`src/rtl/wb_burst_master_pkg.sv`:
```
`default_nettype none
// ============================================================================
// Module  : wb_burst_master_pkg
// Purpose : Shared constants and FSM state encoding for wb_burst_master.
//           MAX_BURST     - longest burst in words (i_cmd_len + 1)
//           RD_FIFO_DEPTH - read-data buffer depth; one full burst fits
//           CNT_W         - issued/acked counter width, counts 0..MAX_BURST
//           TMO_W         - timeout counter width, TIMEOUT_CYCLES <= 65535
// Revision: 1.0 - initial release
// ============================================================================
package wb_burst_master_pkg;

    localparam int MAX_BURST     = 16;
    localparam int RD_FIFO_DEPTH = MAX_BURST;
    localparam int CNT_W         = $clog2(MAX_BURST) + 1;
    localparam int TMO_W         = 16;

    typedef enum logic [1:0] {
        ST_IDLE = 2'd0,
        ST_BUS  = 2'd1,
        ST_DONE = 2'd2
    } state_t;

endpackage
`default_nettype wire

```
`src/rtl/wb_burst_master_fifo.sv`:
```
`default_nettype none
// ============================================================================
// Module  : sync_fifo
// Purpose : Single-clock FIFO with valid/ready output. Holds read data
//           returned by the slave until the host drains it.
// Ports   : i_clk, i_rst_n (async, active-low)
//           i_push / i_push_data - write side (caller guarantees no overflow)
//           o_valid / i_ready / o_data - standard output handshake
// Notes   : DEPTH must be a power of two (pointers wrap naturally).
//           A word pushed in cycle t is visible on o_data in cycle t+1.
// Revision: 1.0 - initial release
// ============================================================================
module sync_fifo #(
    parameter int WIDTH = 32,
    parameter int DEPTH = 16
) (
    input  logic             i_clk,
    input  logic             i_rst_n,
    input  logic             i_push,
    input  logic [WIDTH-1:0] i_push_data,
    output logic             o_valid,
    input  logic             i_ready,
    output logic [WIDTH-1:0] o_data
);

    localparam int                 c_PTR_W   = $clog2(DEPTH);
    localparam logic [c_PTR_W-1:0] c_PTR_ONE = c_PTR_W'(1);
    localparam logic [c_PTR_W:0]   c_CNT_ONE = (c_PTR_W + 1)'(1);

    logic [WIDTH-1:0]   r_mem [DEPTH];
    logic [c_PTR_W-1:0] r_wr_ptr;
    logic [c_PTR_W-1:0] r_rd_ptr;
    logic [c_PTR_W:0]   r_count;
    logic               w_pop;

    assign o_valid = (r_count != '0);
    assign o_data  = r_mem[r_rd_ptr];
    assign w_pop   = o_valid && i_ready;

    // Storage is not reset; only the pointers define what is valid.
    always_ff @(posedge i_clk) begin
        if (i_push) begin
            r_mem[r_wr_ptr] <= i_push_data;
        end
    end

    always_ff @(posedge i_clk or negedge i_rst_n) begin
        if (!i_rst_n) begin
            r_wr_ptr <= '0;
            r_rd_ptr <= '0;
            r_count  <= '0;
        end else begin
            if (i_push) begin
                r_wr_ptr <= r_wr_ptr + c_PTR_ONE;
            end
            if (w_pop) begin
                r_rd_ptr <= r_rd_ptr + c_PTR_ONE;
            end
            case ({i_push, w_pop})
                2'b10:   r_count <= r_count + c_CNT_ONE;
                2'b01:   r_count <= r_count - c_CNT_ONE;
                default: r_count <= r_count;
            endcase
        end
    end

endmodule
`default_nettype wire

```
`src/rtl/wb_burst_master.sv`:
```
`default_nettype none
// ============================================================================
// Module  : wb_burst_master
// Purpose : Wishbone pipelined-mode master. Turns a command + write-data
//           stream into single/incrementing bursts of 32-bit WB cycles and
//           buffers read data in a 16-entry FIFO. Hung cycles are aborted
//           after TIMEOUT_CYCLES cycles without progress.
// Ports   : i_clk, i_rst_n (async, active-low)
//           i_cmd_*  / o_cmd_ready   - command (we, word addr, len-1, sel)
//           i_wdata* / o_wdata_ready - write-data stream
//           o_rdata* / i_rdata_ready - read-data stream (FIFO output)
//           o_done, o_err            - end-of-burst pulse, err = timeout
//           o_wb_*, i_wb_*           - Wishbone pipelined master port
// Revision: 1.0 - initial release
// ============================================================================
module wb_burst_master
    import wb_burst_master_pkg::*;
#(
    parameter int WB_ADDR_WIDTH  = 6,
    parameter int TIMEOUT_CYCLES = 255
) (
    input  logic                     i_clk,
    input  logic                     i_rst_n,
    input  logic                     i_cmd_valid,
    output logic                     o_cmd_ready,
    input  logic                     i_cmd_we,
    input  logic [WB_ADDR_WIDTH-1:0] i_cmd_addr,
    input  logic [3:0]               i_cmd_len,
    input  logic [3:0]               i_cmd_sel,
    input  logic                     i_wdata_valid,
    output logic                     o_wdata_ready,
    input  logic [31:0]              i_wdata,
    output logic                     o_rdata_valid,
    input  logic                     i_rdata_ready,
    output logic [31:0]              o_rdata,
    output logic                     o_done,
    output logic                     o_err,
    output logic                     o_wb_cyc,
    output logic                     o_wb_stb,
    output logic                     o_wb_we,
    output logic [WB_ADDR_WIDTH-1:0] o_wb_addr,
    output logic [31:0]              o_wb_data,
    output logic [3:0]               o_wb_sel,
    input  logic                     i_wb_stall,
    input  logic                     i_wb_ack,
    input  logic [31:0]              i_wb_data
);

    localparam logic [TMO_W-1:0]         c_TMO_LAST = TMO_W'(TIMEOUT_CYCLES - 1);
    localparam logic [TMO_W-1:0]         c_TMO_ONE  = TMO_W'(1);
    localparam logic [CNT_W-1:0]         c_CNT_ONE  = CNT_W'(1);
    localparam logic [WB_ADDR_WIDTH-1:0] c_ADDR_ONE = WB_ADDR_WIDTH'(1);

    state_t                   r_state;
    logic                     r_cyc;
    logic                     r_stb;
    logic                     r_wb_we;
    logic [WB_ADDR_WIDTH-1:0] r_wb_addr;
    logic [31:0]              r_wb_data;
    logic [3:0]               r_wb_sel;
    logic [3:0]               r_cmd_sel;
    logic [WB_ADDR_WIDTH-1:0] r_next_addr;
    logic [CNT_W-1:0]         r_count;
    logic [CNT_W-1:0]         r_issued;
    logic [CNT_W-1:0]         r_acked;
    logic [TMO_W-1:0]         r_tmo;
    logic                     r_done;
    logic                     r_err;

    logic                     w_cmd_ready;
    logic                     w_cmd_fire;
    logic                     w_accept;
    logic                     w_ack;
    logic                     w_progress;
    logic [CNT_W-1:0]         w_acked_nxt;
    logic                     w_burst_ok;
    logic                     w_tmo_hit;
    logic                     w_load;
    logic                     w_load_we;
    logic [WB_ADDR_WIDTH-1:0] w_load_addr;
    logic [3:0]               w_load_sel;
    logic [CNT_W-1:0]         w_issued_base;
    logic                     w_fifo_valid;

    // New commands wait for the read FIFO to drain, so a full-length read
    // burst always fits without overflow checks.
    assign w_cmd_ready = (r_state == ST_IDLE) && !w_fifo_valid;
    assign w_cmd_fire  = i_cmd_valid && w_cmd_ready;
    assign w_accept    = r_stb && !i_wb_stall;
    assign w_ack       = i_wb_ack && r_cyc;
    assign w_progress  = w_accept || w_ack;
    assign w_acked_nxt = r_acked + {{(CNT_W-1){1'b0}}, w_ack};
    assign w_burst_ok  = (r_state == ST_BUS) && (w_acked_nxt == r_count);
    // An ack in the expiry cycle counts as progress, so a last-word ack
    // coinciding with expiry completes the burst cleanly.
    assign w_tmo_hit   = (r_state == ST_BUS) && !w_progress && (r_tmo == c_TMO_LAST);

    // The request register is loaded either straight from the command
    // (first word, so stb rises the cycle after the handshake) or from
    // the running burst state when the previous request has left.
    always_comb begin
        w_load        = 1'b0;
        w_load_we     = r_wb_we;
        w_load_addr   = r_next_addr;
        w_load_sel    = r_cmd_sel;
        w_issued_base = r_issued;
        if (r_state == ST_IDLE) begin
            w_load_we     = i_cmd_we;
            w_load_addr   = i_cmd_addr;
            w_load_sel    = i_cmd_sel;
            w_issued_base = '0;
            w_load        = w_cmd_fire && (!i_cmd_we || i_wdata_valid);
        end else if (r_state == ST_BUS) begin
            w_load = !w_burst_ok && !w_tmo_hit && (!r_stb || w_accept) &&
                     (r_issued < r_count) && (!r_wb_we || i_wdata_valid);
        end
    end

    always_ff @(posedge i_clk or negedge i_rst_n) begin
        if (!i_rst_n) begin
            r_state     <= ST_IDLE;
            r_cyc       <= 1'b0;
            r_stb       <= 1'b0;
            r_wb_we     <= 1'b0;
            r_wb_addr   <= '0;
            r_wb_data   <= '0;
            r_wb_sel    <= '0;
            r_cmd_sel   <= '0;
            r_next_addr <= '0;
            r_count     <= '0;
            r_issued    <= '0;
            r_acked     <= '0;
            r_tmo       <= '0;
            r_done      <= 1'b0;
            r_err       <= 1'b0;
        end else begin
            r_done <= 1'b0;
            r_err  <= 1'b0;
            case (r_state)
                ST_IDLE: begin
                    if (w_cmd_fire) begin
                        r_state     <= ST_BUS;
                        r_cyc       <= 1'b1;
                        r_wb_we     <= i_cmd_we;
                        r_cmd_sel   <= i_cmd_sel;
                        r_next_addr <= i_cmd_addr;
                        r_count     <= CNT_W'(i_cmd_len) + c_CNT_ONE;
                        r_issued    <= '0;
                        r_acked     <= '0;
                        r_tmo       <= '0;
                    end
                end
                ST_BUS: begin
                    r_acked <= w_acked_nxt;
                    if (w_burst_ok || w_tmo_hit) begin
                        r_state <= ST_DONE;
                        r_cyc   <= 1'b0;
                        r_stb   <= 1'b0;
                        r_done  <= 1'b1;
                        r_err   <= !w_burst_ok;
                    end else begin
                        r_tmo <= w_progress ? '0 : r_tmo + c_TMO_ONE;
                        if (w_accept) begin
                            r_stb <= 1'b0;
                        end
                    end
                end
                ST_DONE: begin
                    r_state <= ST_IDLE;
                    r_wb_we <= 1'b0;
                end
                default: begin
                    r_state <= ST_IDLE;
                end
            endcase
            // Overrides the stb clear above when a new word follows directly.
            if (w_load) begin
                r_stb       <= 1'b1;
                r_wb_addr   <= w_load_addr;
                r_next_addr <= w_load_addr + c_ADDR_ONE;
                r_wb_data   <= w_load_we ? i_wdata : 32'h0;
                r_wb_sel    <= w_load_sel;
                r_issued    <= w_issued_base + c_CNT_ONE;
            end
        end
    end

    sync_fifo #(
        .WIDTH (32),
        .DEPTH (RD_FIFO_DEPTH)
    ) u_rd_fifo (
        .i_clk       (i_clk),
        .i_rst_n     (i_rst_n),
        .i_push      (w_ack && !r_wb_we),
        .i_push_data (i_wb_data),
        .o_valid     (w_fifo_valid),
        .i_ready     (i_rdata_ready),
        .o_data      (o_rdata)
    );

    assign o_cmd_ready   = w_cmd_ready;
    assign o_wdata_ready = w_load && w_load_we;
    assign o_rdata_valid = w_fifo_valid;
    assign o_done        = r_done;
    assign o_err         = r_err;
    assign o_wb_cyc      = r_cyc;
    assign o_wb_stb      = r_stb;
    assign o_wb_we       = r_wb_we;
    assign o_wb_addr     = r_wb_addr;
    assign o_wb_data     = r_wb_data;
    assign o_wb_sel      = r_wb_sel;

endmodule
`default_nettype wire

```
`config.mk`:
```
export PLATFORM = sky130hd
export DESIGN_NAME = wb_burst_master
export DESIGN_NICKNAME = d
export VERILOG_FILES = /design/src/rtl/wb_burst_master_pkg.sv /design/src/rtl/wb_burst_master_fifo.sv /design/src/rtl/wb_burst_master.sv
export SDC_FILE = /design/constraint.sdc
export NUM_CORES = 1
export LEC_CHECK = 0
export ABC_AREA = 1
export CAP_MARGIN = 5
export CORE_ASPECT_RATIO = 0.5
export CORE_MARGIN = 2
export CORE_UTILIZATION = 52
export DETAILED_ROUTE_END_ITERATION = 10
export PLACE_DENSITY = 0.72
export SYNTH_ARGS = -nofsm -noshare
export SYNTH_HDL_FRONTEND = slang
export SYNTH_SLANG_ARGS = --single-unit
```
`constraint.sdc`:
```
create_clock -name i_clk -period 9.05 [get_ports i_clk]
set_clock_uncertainty 0.1 [all_clocks]
set_input_delay 1.81 -clock i_clk [delete_from_list [all_inputs] [get_ports i_clk]]
set_output_delay 1.81 -clock i_clk [all_outputs]
set_load 0.005 [all_outputs]
```
==> run_results.csv, run 1 <==
group,metric,value,unit
synth,synth_top_area_cell,"edfxtp_1",
clock_tree,cts_root_buffer,"clkbuf_16",
place,gp_congestion,0.8795,
global_routing,grt_max_degree,191,
timing,final.period_utilization,0.7431,
place,pre_cts_slack,2.320,ns
power,sequentialPowerShare,0.552,
worst_setup_path,reg2regPathDepth,9,
global_routing,grtUsageTotal,0.2231,
global_routing,antenna_found_initial,2,
worst_setup_path,path_common_cell,"nand2_1",
detailed_routing,viasPerCell,5.761,
power,leakagePower,10.71,nW
worst_setup_path,cp.arrival,4.81,ns
final_layout,drive_above_1_share,0.07014,
worst_setup_path,cp_top_family,"buffers and inverters",
synth,synthMuxAreaShare,0.03623,
clock_tree,htree_num_levels,2,
timing,worst_pin_slew,0.9468,ns
synth,syn_inst,1931,
synth,synth-main-ff-cell,"edfxtp_1",
worst_setup_path,crit_fanout,33,
clock_tree,cts_inserted_buffers,53,
synth,synth_top_family_by_area,"simple AND/OR/NAND/NOR gates",
synth,synth_top_area_share,0.6115,
synth,yosys.area_share.xor_xnor,0.007316,
floorplan,initial_core_util,0.5316,
clock_tree,clk_latency,0.59,ns
clock_tree,clk_pin_slew,0.07,ns
final_layout,fillers,3620,
timing,final.setup.tns,0,ns
synth,syn_area,0.02514,sq mm
timing,maxSlewHeadroom,0.3688,
timing,finalSetupViolCount,0,
final_layout,regArea,0.01796,sq mm
synth,synth_area_leaders,"edfxtp_1 (61%), dfrtp_1 (10%), nand2_1 (4.2%)",
worst_setup_path,slowest_delay,0.57,ns
worst_setup_path,startpoint_type,"input port",
synth,synth-edff-count,512,
synth,synth_fa_ha_area_frac,0.01075,
worst_hold_path,holdPathStages,2,
timing,layout_setup_ws,2.325,ns
power,p_per_area,196.0,mW/mm^2
clock_tree,cts_buffer_depth,3,
worst_setup_path,path_class,"input port to primary output",
timing,fin_crit,6.725,ns
floorplan,io_pins,168,
synth,ys_ff_latch,615,
detailed_routing,via_count,15840,
final_layout,multi_input_area,0.006492,sq mm
detailed_routing,drtAntennaViolNets,0,
clock_tree,cts_hold_buf,0,
worst_setup_path,worst_ep_required_time,7.14,ns
worst_hold_path,min-delay-path-class,"flop to flop",
worst_setup_path,critPathSlowestCell,"clkdlybuf4s50_1",
synth,yosysSeqAreaShare,0.7140,
clock_tree,postCtsSetupBuffers,0,
power,peakVddDrop,0.0001510,V
synth,syn-num-nets,2038,
power,sw_frac_of_total,0.2184,
global_routing,grt_first_pass_wirelength,87.02,mm
power,internal_power,4.461,mW
final_layout,post-route-util,0.6157,
floorplan,die_area,0.05023,sq mm
floorplan,core_area,0.04730,sq mm
detailed_routing,wl,56.38,mm
detailed_routing,drc_errors,0,
synth,synth_warnings,0,
timing,slew_viol_final,0,
final_layout,synthToLayoutAreaGrowth,15.82,%
timing,fmax,0.1487,GHz
run,maxCapViolCount,0,
timing,finalHoldViolCount,0,
place,io_buffers,167,
worst_setup_path,cp-end-kind,"primary output",
detailed_routing,routedWlPerCell,20.50,microns
place,hpwl,30.41,mm
clock_tree,cts_tree,"done",
power,combPwrFrac,0.060,
clock_tree,cts_sinks,615,
status,status,"finished clean",
global_routing,grt-ovfl-total,0,
synth,syn-mean-instance-area,13.02,sq um
synth,synth_compound_area_frac,0.09774,
worst_setup_path,critPathBufInv,5,
timing,rsz0062_at_grt,"false",
power,power.switching,1.246,mW
worst_setup_path,path_depth,16,
floorplan,row_count,56,
final_layout,fin_nets,2174,
floorplan,die_x,315.0,microns
synth,async_flop_share,0.1675,
floorplan,die_y,159.5,microns
synth,yosys.area_share.simple,0.1014,
global_routing,grt_pass1_vias,15460,
clock_tree,ctsResizeCount,0,
power,power,5.707,mW
detailed_routing,dr.pass1.iters,5,
detailed_routing,drt_iter0_markers,1458,
worst_setup_path,cp_cell_sequence,"clkdlybuf4s50_1 -> nand2_1 -> inv_1 -> ha_1 -> ha_1 -> nand4_1 -> nand2_1 -> inv_1 -> nand2_1 -> nand2_1 -> nand3_2 -> nand2_4 -> o21bai_4 -> nand2_2 -> inv_4 -> clkdlybuf4s50_1",
power,clkPwrFrac,0.389,
synth,synth.distinct_cells,43,
-- per-stage QoR --
stage | std cells | cell area [sq um] | hold WS (ns)
CTS | 2748 | 29110 | 0.3829
floorplan | 1931 | 25140 | 0.3437
global route | 2750 | 29120 | 0.4022
global placement | 2650 | 27440 | 0.3616
finish | 2750 | 29120 | 0.3799
detailed placement | 2650 | 27440 | 0.3643
-- sequential cells by signal (all words and copies together), names as in the netlist, 5 cells and up --
register,flops
r_issued,5
u_rd_fifo.r_mem,512
o_wb_data,32
r_acked,5
o_wb_addr,6
u_rd_fifo.r_count,5
r_tmo,16
r_next_addr,6
r_count,5
-- metal layers --
| metal | vias up | track usage | share of wire |
|---|---|---|---|
| met5 | - | 0 | 0 |
| met4 | 0 | 0.06169 | 0.022 |
| met3 | 97 | 0.03725 | 0.069 |
| met2 | 572 | 0.3631 | 0.48 |
| met1 | 7811 | 0.3127 | 0.43 |
| li1 | 7363 | - | - |
-- area by class of cell --
| type | instances | area share |
|---|---|---|
| clock buffer | 64 | 0.04731 |
| timing repair buffer | 193 | 0.06445 |
| multi-input combinational | 1123 | 0.2230 |
| inverter | 81 | 0.01070 |
| tap | 638 | 0.02741 |
| sequential | 615 | 0.6169 |
| antenna | 2 | 0.0001719 |
| clock inverter | 34 | 0.01005 |
-- synthesized netlist by cell type, types with 2 or more instances --
| master | number |
|---|---|
| edfxtp_1 | 512 |
| nand2_1 | 280 |
| nor2_1 | 242 |
| o21ai_0 | 173 |
| dfrtp_1 | 103 |
| o221ai_1 | 92 |
| mux2i_1 | 91 |
| clkbuf_1 | 73 |
| inv_1 | 73 |
| nand3_1 | 52 |
| o211ai_1 | 37 |
| o32ai_1 | 33 |
| buf_2 | 24 |
| ha_1 | 20 |
| nand4_1 | 15 |
| xor2_1 | 15 |
| nor3_1 | 13 |
| a21oi_1 | 10 |
| o22ai_1 | 10 |
| buf_4 | 6 |
| xnor2_1 | 6 |
| buf_6 | 5 |
| inv_2 | 5 |
| o21ai_1 | 5 |
| buf_1 | 4 |
| nand2_2 | 4 |
| nor2_2 | 3 |
| nor2_4 | 3 |
| nor3_2 | 3 |
| o21a_1 | 3 |
| clkinv_1 | 2 |
| nand3_2 | 2 |
| o31ai_1 | 2 |
-- cells in the final DEF (no fill, tap or decap), types with 15 or more instances in the layout --
| cell type | count |
|---|---|
| clkbuf_16 | 53 |
| o32ai_1 | 33 |
| nor2_1 | 226 |
| o21ai_0 | 173 |
| nand2_1 | 280 |
| o221ai_1 | 92 |
| nand4_1 | 15 |
| inv_1 | 72 |
| mux2i_1 | 91 |
| xor2_1 | 15 |
| clkinv_1 | 17 |
| clkdlybuf4s50_1 | 166 |
| nor2_4 | 19 |
| o211ai_1 | 37 |
| edfxtp_1 | 512 |
| buf_4 | 26 |
| ha_1 | 20 |
| nand3_1 | 52 |
| dfrtp_1 | 99 |
-- worst min-delay path: stages (launching register included) --
cell and delay, ns:
dfrtp_1 0.35, nand2_1 0.05, nand2_1 0.05
-- final timing paths --
kind	start	end	slack (ns)
max	i_wb_ack	o_wdata_ready	2.33
min	o_wb_data[30]	o_wb_data[30]	0.38
max reg2reg	r_state[0]	r_tmo[1]	5.93
min reg2reg	o_wb_data[30]	o_wb_data[30]	0.38
max in group asynchronous	i_rst_n	o_wb_data[27]	6.53
min in group asynchronous	i_rst_n	r_count[2]	1.15
-- power by group through the flow --
stage,registers [mW],logic [mW],clock network (mW)
final,3.15,0.341,2.22
after global routing,3.15,0.390,2.37
after CTS,3.15,0.344,2.25
after detailed placement,3.21,0.342,0
after global placement,3.21,0.336,0
after floorplan,3.20,0.203,0
-- logic make-up after synthesis --
logic type | after synthesis
buffers and inverters | 193
muxes | 91
DFF | 615
AOI/OAI and AO/OA | 369
adders and majority gates | 21
xor gates and xnor gates | 21
and+or+nand+nor | 621
No activity file was read; power rests on OpenSTA's default activity.
==> run 2, diff against run 1 <==
==> constraint.sdc (replaced) <==
create_clock -name i_clk -period 6.35 [get_ports i_clk]
set_clock_uncertainty 0.1 [all_clocks]
set_input_delay 1.27 -clock i_clk [delete_from_list [all_inputs] [get_ports i_clk]]
set_output_delay 1.27 -clock i_clk [all_outputs]
set_load 0.005 [all_outputs]
==> run 2 against run 1 <==
Core utilization rose by 0.38 points. Critical path type unchanged. Die area did not move. Worst setup slack got worse by 1.6 ns. Design area rose by 0.62%. Sequential power rose by 42%. Critical endpoint unchanged. First-iteration DRC count rose by 16%. Global-route usage rose by 0.49 points. Sequential share of layout area fell by 0.38 points.
==> run_results.csv, run 2 (synthesis results as in run 1) <==
group,metric,value,unit
power,power,8.356,mW
timing,maxSlewHeadroom,0.1450,
timing,finalHoldViolCount,0,
worst_setup_path,r2r_setup_slack,3.27,ns
detailed_routing,drt_iter0_markers,1694,
detailed_routing,drtAntennaViolNets,0,
clock_tree,postCtsSetupBuffers,0,
run,maxCapViolCount,0,
worst_hold_path,min-delay-path-class,"flop to flop",
place,gp_congestion,0.8733,
final_layout,final_area,0.02930,sq mm
clock_tree,cts_sinks,615,
worst_hold_path,worstHoldStart,"o_wb_data[11]",
power,peakVddDrop,0.0001994,V
place,io_buffers,167,
worst_hold_path,holdPathStages,2,
global_routing,grt_pass1_vias,15550,
status,status,"finished clean",
global_routing,antenna_found_initial,2,
place,placedInstanceArea,0.02750,sq mm
global_routing,grtUsageTotal,0.2280,
global_routing,busiest_layer,"met2",
clock_tree,htree_num_levels,2,
global_routing,globalRouteMet3Util,0.03230,
detailed_routing,drc_errors,0,
timing,rsz0062_at_grt,"false",
timing,slew_viol_final,0,
final_layout,drive_above_1_share,0.07295,
clock_tree,cts_tree,"done",
global_routing,grt-ovfl-total,0,
worst_setup_path,reg2regPathDepth,10,
final_layout,fin_nets,2175,
detailed_routing,viasPerCell,5.786,
clock_tree,clk_pin_slew,0.07,ns
clock_tree,ctsResizeCount,0,
global_routing,grtUsageMet2,0.3653,
worst_setup_path,crit_fanout,33,
worst_hold_path,holdPathEnd,"o_wb_data[11]",
clock_tree,cts_inserted_buffers,52,
worst_setup_path,reg2reg_to,"o_wb_data[24]",
worst_setup_path,path_class,"input port to primary output",
worst_setup_path,startpoint_type,"input port",
final_layout,largest_reg_flops,512,
final_layout,top_register,"u_rd_fifo.r_mem",
timing,worst_pin_slew,1.283,ns
detailed_routing,routedWlPerCell,20.99,microns
global_routing,grt_first_pass_wirelength,89.00,mm
worst_setup_path,reg2reg_from,"r_state[0]",
clock_tree,cts_buffer_depth,3,
clock_tree,cts_hold_buf,0,
final_layout,final_common_cell,"edfxtp_1",
timing,final.period_utilization,0.8879,
clock_tree,cts_root_buffer,"clkbuf_16",
floorplan,die_area,0.05023,sq mm
worst_setup_path,cp.arrival,4.27,ns
place,hpwl,31.17,mm
final_layout,fillers,3579,
timing,finalSetupViolCount,0,
worst_setup_path,worst_ep_required_time,4.98,ns
floorplan,row_count,56,
timing,fin_crit,5.638,ns
final_layout,synthToLayoutAreaGrowth,16.54,%
power,p_per_area,285.2,mW/mm^2
worst_setup_path,cp-end-kind,"primary output",
detailed_routing,via_count,15920,
floorplan,die_y,159.5,microns
worst_setup_path,startpoint,"i_wb_ack",
global_routing,grt_max_degree,184,
detailed_routing,wl,57.75,mm
timing,final.setup.tns,0,ns
floorplan,io_pins,168,
power,leakagePower,10.81,nW
floorplan,die_x,315.0,microns
global_routing,gr-usage-met1,0.3331,
timing,fmax,0.1774,GHz
final_layout,final_cell_mix,"edfxtp_1 (512), nand2_1 (280), nor2_1 (226)",
detailed_routing,dr.pass1.iters,7,
clock_tree,clk_latency,0.58,ns
floorplan,core_area,0.04730,sq mm
floorplan,initial_core_util,0.5316,
## run 2: cell types whose count changed in the layout (fill, tap and decap cells not counted)
cell and delta:
buf_12 +3, clkinv_4 -1, clkinv_1 -5, clkinvlp_4 -1, clkinvlp_2 -2, buf_4 -1
bufinv_16 +5, clkbuf_8 +1, clkinv_2 +2
## run 2: area by class of cell
type | instances | area [sq um] | area share
Sequential cell | 615 | 17960 | 0.6131
Multi-Input combinational cell | 1123 | 6492 | 0.2216
Timing Repair Buffer | 195 | 1929 | 0.06585
Clock buffer | 65 | 1391 | 0.04748
Tap cell | 638 | 798.3 | 0.02724
Clock inverter | 32 | 407.9 | 0.01392
Inverter | 81 | 311.5 | 0.01063
Antenna cell | 2 | 5.005 | 0.0001708
## run 2: layer usage
layer  share of wire  up-vias
met1            0.44     7876
met2            0.48      590
met5               0        -
met4           0.018        0
li1                -     7365
met3           0.068       85
## run 2: per-stage QoR
| step | setup WS, ns | hold slack [ns] | util | std cells |
|---|---|---|---|---|
| 2_1_floorplan | 2.111 | 0.3437 | - | 1931 |
| 3_3_place_gp | 0.7515 | 0.3592 | 0.5814 | 2652 |
| 3_5_place_dp | 0.7165 | 0.3641 | 0.5814 | 2652 |
| 4_1_cts | 0.7071 | 0.3819 | 0.6194 | 2749 |
| 5_1_grt | 0.4560 | 0.3995 | 0.6195 | 2751 |
| 6_report | 0.7119 | 0.3778 | 0.6195 | 2751 |
## run 2: where the power goes
part / internal (mW) / switching [mW]
logic: 0.202 / 0.286
clock network: 1.93 / 1.45
registers: 4.44 / 0.0464
total: 6.57 / 1.78
## run 2: worst max-delay path by stage
stage,to,depth (start not counted)
2_1_floorplan,o_wdata_ready,16
3_3_place_gp,o_wdata_ready,16
3_5_place_dp,o_wdata_ready,16
4_1_cts,o_wdata_ready,16
5_1_grt,o_wdata_ready,16
6_report,o_wdata_ready,16
## run 2: worst max-delay path: stages
cell	delay (ns)
clkdlybuf4s50_1	0.45
nand2_1	0.09
inv_1	0.07
ha_1	0.22
ha_1	0.25
nand2_1	0.09
nand2_1	0.11
nand2_1	0.06
nand3_1	0.10
nor2_2	0.06
nand3_2	0.09
nand2_4	0.09
o21bai_4	0.33
nand2_2	0.11
inv_4	0.29
clkdlybuf4s50_1	0.57
==> run 3, diff against run 2 <==
--- a/config.mk
+++ b/config.mk
@@ -6,9 +6,8 @@
 export NUM_CORES = 1
 export LEC_CHECK = 0
 export ABC_AREA = 1
-export CAP_MARGIN = 5
+export CAP_MARGIN = 40
 export CORE_ASPECT_RATIO = 0.5
-export CORE_MARGIN = 2
 export CORE_UTILIZATION = 52
 export DETAILED_ROUTE_END_ITERATION = 10
 export PLACE_DENSITY = 0.72
==> run 3 against run 2 <==
Maximum frequency down 1.2%. Total power down 3.3%. Critical endpoint unchanged. Largest power group unchanged. Design area about the same.
==> run_results.csv, run 3 (synthesis results as in run 1) <==
group,metric,value,unit
worst_setup_path,startpoint,"i_wb_ack",
global_routing,grtUsageMet2,0.3703,
detailed_routing,routedWlPerCell,20.55,microns
final_layout,final_area,0.02933,sq mm
final_layout,fillers,3514,
worst_hold_path,min-delay-path-class,"flop to flop",
power,p_per_area,275.4,mW/mm^2
clock_tree,clk_latency,0.59,ns
timing,worst_pin_slew,1.037,ns
timing,fin_crit,5.709,ns
power,peakVddDrop,0.0001833,V
place,gp_congestion,0.8665,
timing,finalSetupViolCount,0,
detailed_routing,viasPerCell,5.785,
worst_setup_path,crit_fanout,33,
power,leakagePower,10.80,nW
clock_tree,cts_inserted_buffers,52,
floorplan,die_x,313.0,microns
place,hpwl,31.96,mm
final_layout,largest_reg_flops,512,
timing,slew_viol_final,0,
floorplan,row_count,56,
worst_setup_path,cp.arrival,4.34,ns
global_routing,grt_max_degree,181,
power,power.switching,1.752,mW
worst_setup_path,worst_ep_required_time,4.98,ns
global_routing,grtUsageTotal,0.2268,
detailed_routing,drt_iter0_markers,1505,
worst_setup_path,r2r_setup_slack,3.18,ns
final_layout,multi_input_area,0.006492,sq mm
floorplan,core_area,0.04730,sq mm
place,placedInstanceArea,0.02772,sq mm
clock_tree,cts_root_buffer,"clkbuf_16",
detailed_routing,wl,56.57,mm
clock_tree,htree_num_levels,2,
final_layout,regArea,0.01796,sq mm
timing,finalHoldViolCount,0,
floorplan,die_area,0.04929,sq mm
worst_setup_path,endpoint,"o_wdata_ready",
floorplan,initial_core_util,0.5316,
detailed_routing,drtAntennaViolNets,0,
worst_setup_path,reg2reg_from,"o_wb_we",
clock_tree,cts_buffer_depth,3,
detailed_routing,dr.pass1.iters,7,
clock_tree,cts_hold_buf,0,
clock_tree,clk_pin_slew,0.06,ns
worst_setup_path,reg2reg_to,"u_rd_fifo.r_mem[7][20]",
clock_tree,postCtsSetupBuffers,0,
final_layout,synthToLayoutAreaGrowth,16.66,%
power,combPwrFrac,0.061,
timing,rsz0062_at_grt,"false",
floorplan,io_pins,168,
global_routing,grt_pass1_vias,15320,
power,sw_frac_of_total,0.2169,
final_layout,final_cell_mix,"edfxtp_1 (512), nand2_1 (280), nor2_1 (226)",
run,maxCapViolCount,0,
worst_setup_path,startpoint_type,"input port",
place,place_inst,2661,
final_layout,fin_nets,2184,
global_routing,grt-ovfl-total,0,
timing,fmax,0.1752,GHz
global_routing,globalRouteMet3Util,0.03399,
clock_tree,cts_sinks,615,
clock_tree,ctsResizeCount,0,
status,status,"finished clean",
final_layout,top_register,"u_rd_fifo.r_mem",
global_routing,antenna_found_initial,1,
worst_setup_path,reg2regPathDepth,4,
global_routing,gr-usage-met1,0.3220,
timing,final.period_utilization,0.8991,
timing,final.setup.tns,0,ns
detailed_routing,drc_errors,0,
worst_setup_path,path_class,"input port to primary output",
final_layout,final_common_cell,"edfxtp_1",
power,clkPwrFrac,0.384,
global_routing,busiest_layer,"met2",
final_layout,fin_cells,2753,
place,io_buffers,167,
detailed_routing,via_count,15930,
worst_setup_path,cp-end-kind,"primary output",
global_routing,grt_first_pass_wirelength,86.46,mm
power,internal_power,6.325,mW
floorplan,die_y,157.5,microns
final_layout,drive_above_1_share,0.07237,
power,sequentialPowerShare,0.555,
clock_tree,cts_tree,"done",
timing,maxSlewHeadroom,0.3086,
## run 3: changes by cell type in the layout (fill, tap and decap cells not counted), sizes merged
cell	previous run	this run
clkinvlp	2	3
diode	2	1
clkinv	21	17
clkbuf	65	67
buf	29	38
bufinv	9	4
## run 3: worst min path at each step
stage / start / to / cells after the start
floorplan: r_next_addr[5] / r_next_addr[5] / 2
global placement: r_next_addr[4] / r_next_addr[4] / 2
detailed placement: o_wb_data[22] / o_wb_data[22] / 2
CTS: o_wb_data[22] / o_wb_data[22] / 2
global route: o_wb_data[16] / o_wb_data[16] / 2
finish: o_wb_data[4] / o_wb_data[4] / 2
## run 3: power by group through the flow
stage                     Combinational (mW)  Clock (mW)  Sequential, mW
final                                  0.490        3.10            4.49
after global routing                   0.561        3.29            4.49
after CTS                              0.495        3.14            4.49
after detailed placement               0.493           0            4.57
after global placement                 0.482           0            4.57
after floorplan                        0.289           0            4.56
## run 3: critical path, cell delays in order
cell and delay, ns:
clkdlybuf4s50_1 0.46, nand2_1 0.10, inv_1 0.07, ha_1 0.24, ha_1 0.26, nand2_1 0.10
nand2_1 0.11, nand2_1 0.06, nand3_1 0.10, nor2_2 0.06, nand3_2 0.10, nand2_4 0.10
o21bai_4 0.34, nand2_2 0.11, inv_4 0.27, clkdlybuf4s50_1 0.57
## run 3: through the flow
stage,setup WS [ns],hold WS (ns),utilization,power (mW)
5_1_grt,0.4223,0.3981,0.6201,8.344
3_3_place_gp,0.7446,0.3576,0.5815,5.052
6_report,0.6407,0.3778,0.6201,8.077
2_1_floorplan,2.111,0.3437,-,4.850
4_1_cts,0.6679,0.3820,0.6201,8.124
3_5_place_dp,0.6606,0.3637,0.5860,5.063
## run 3: final cells by class
type | instances | share of cell area
diodes | 1 | 0.00008532
clock buffers | 67 | 0.04663
clock inverters | 24 | 0.008276
inverters | 81 | 0.01062
multi-input cells | 1123 | 0.2214
flip-flops and latches | 615 | 0.6125
well taps | 638 | 0.02722
repair buffers | 204 | 0.07329
## run 3: layer usage
layer | vias up | part of all wire
met4 | 0 | 0.019
met1 | 7855 | 0.44
met2 | 611 | 0.47
met5 | - | 0
met3 | 83 | 0.071
li1 | 7378 | -
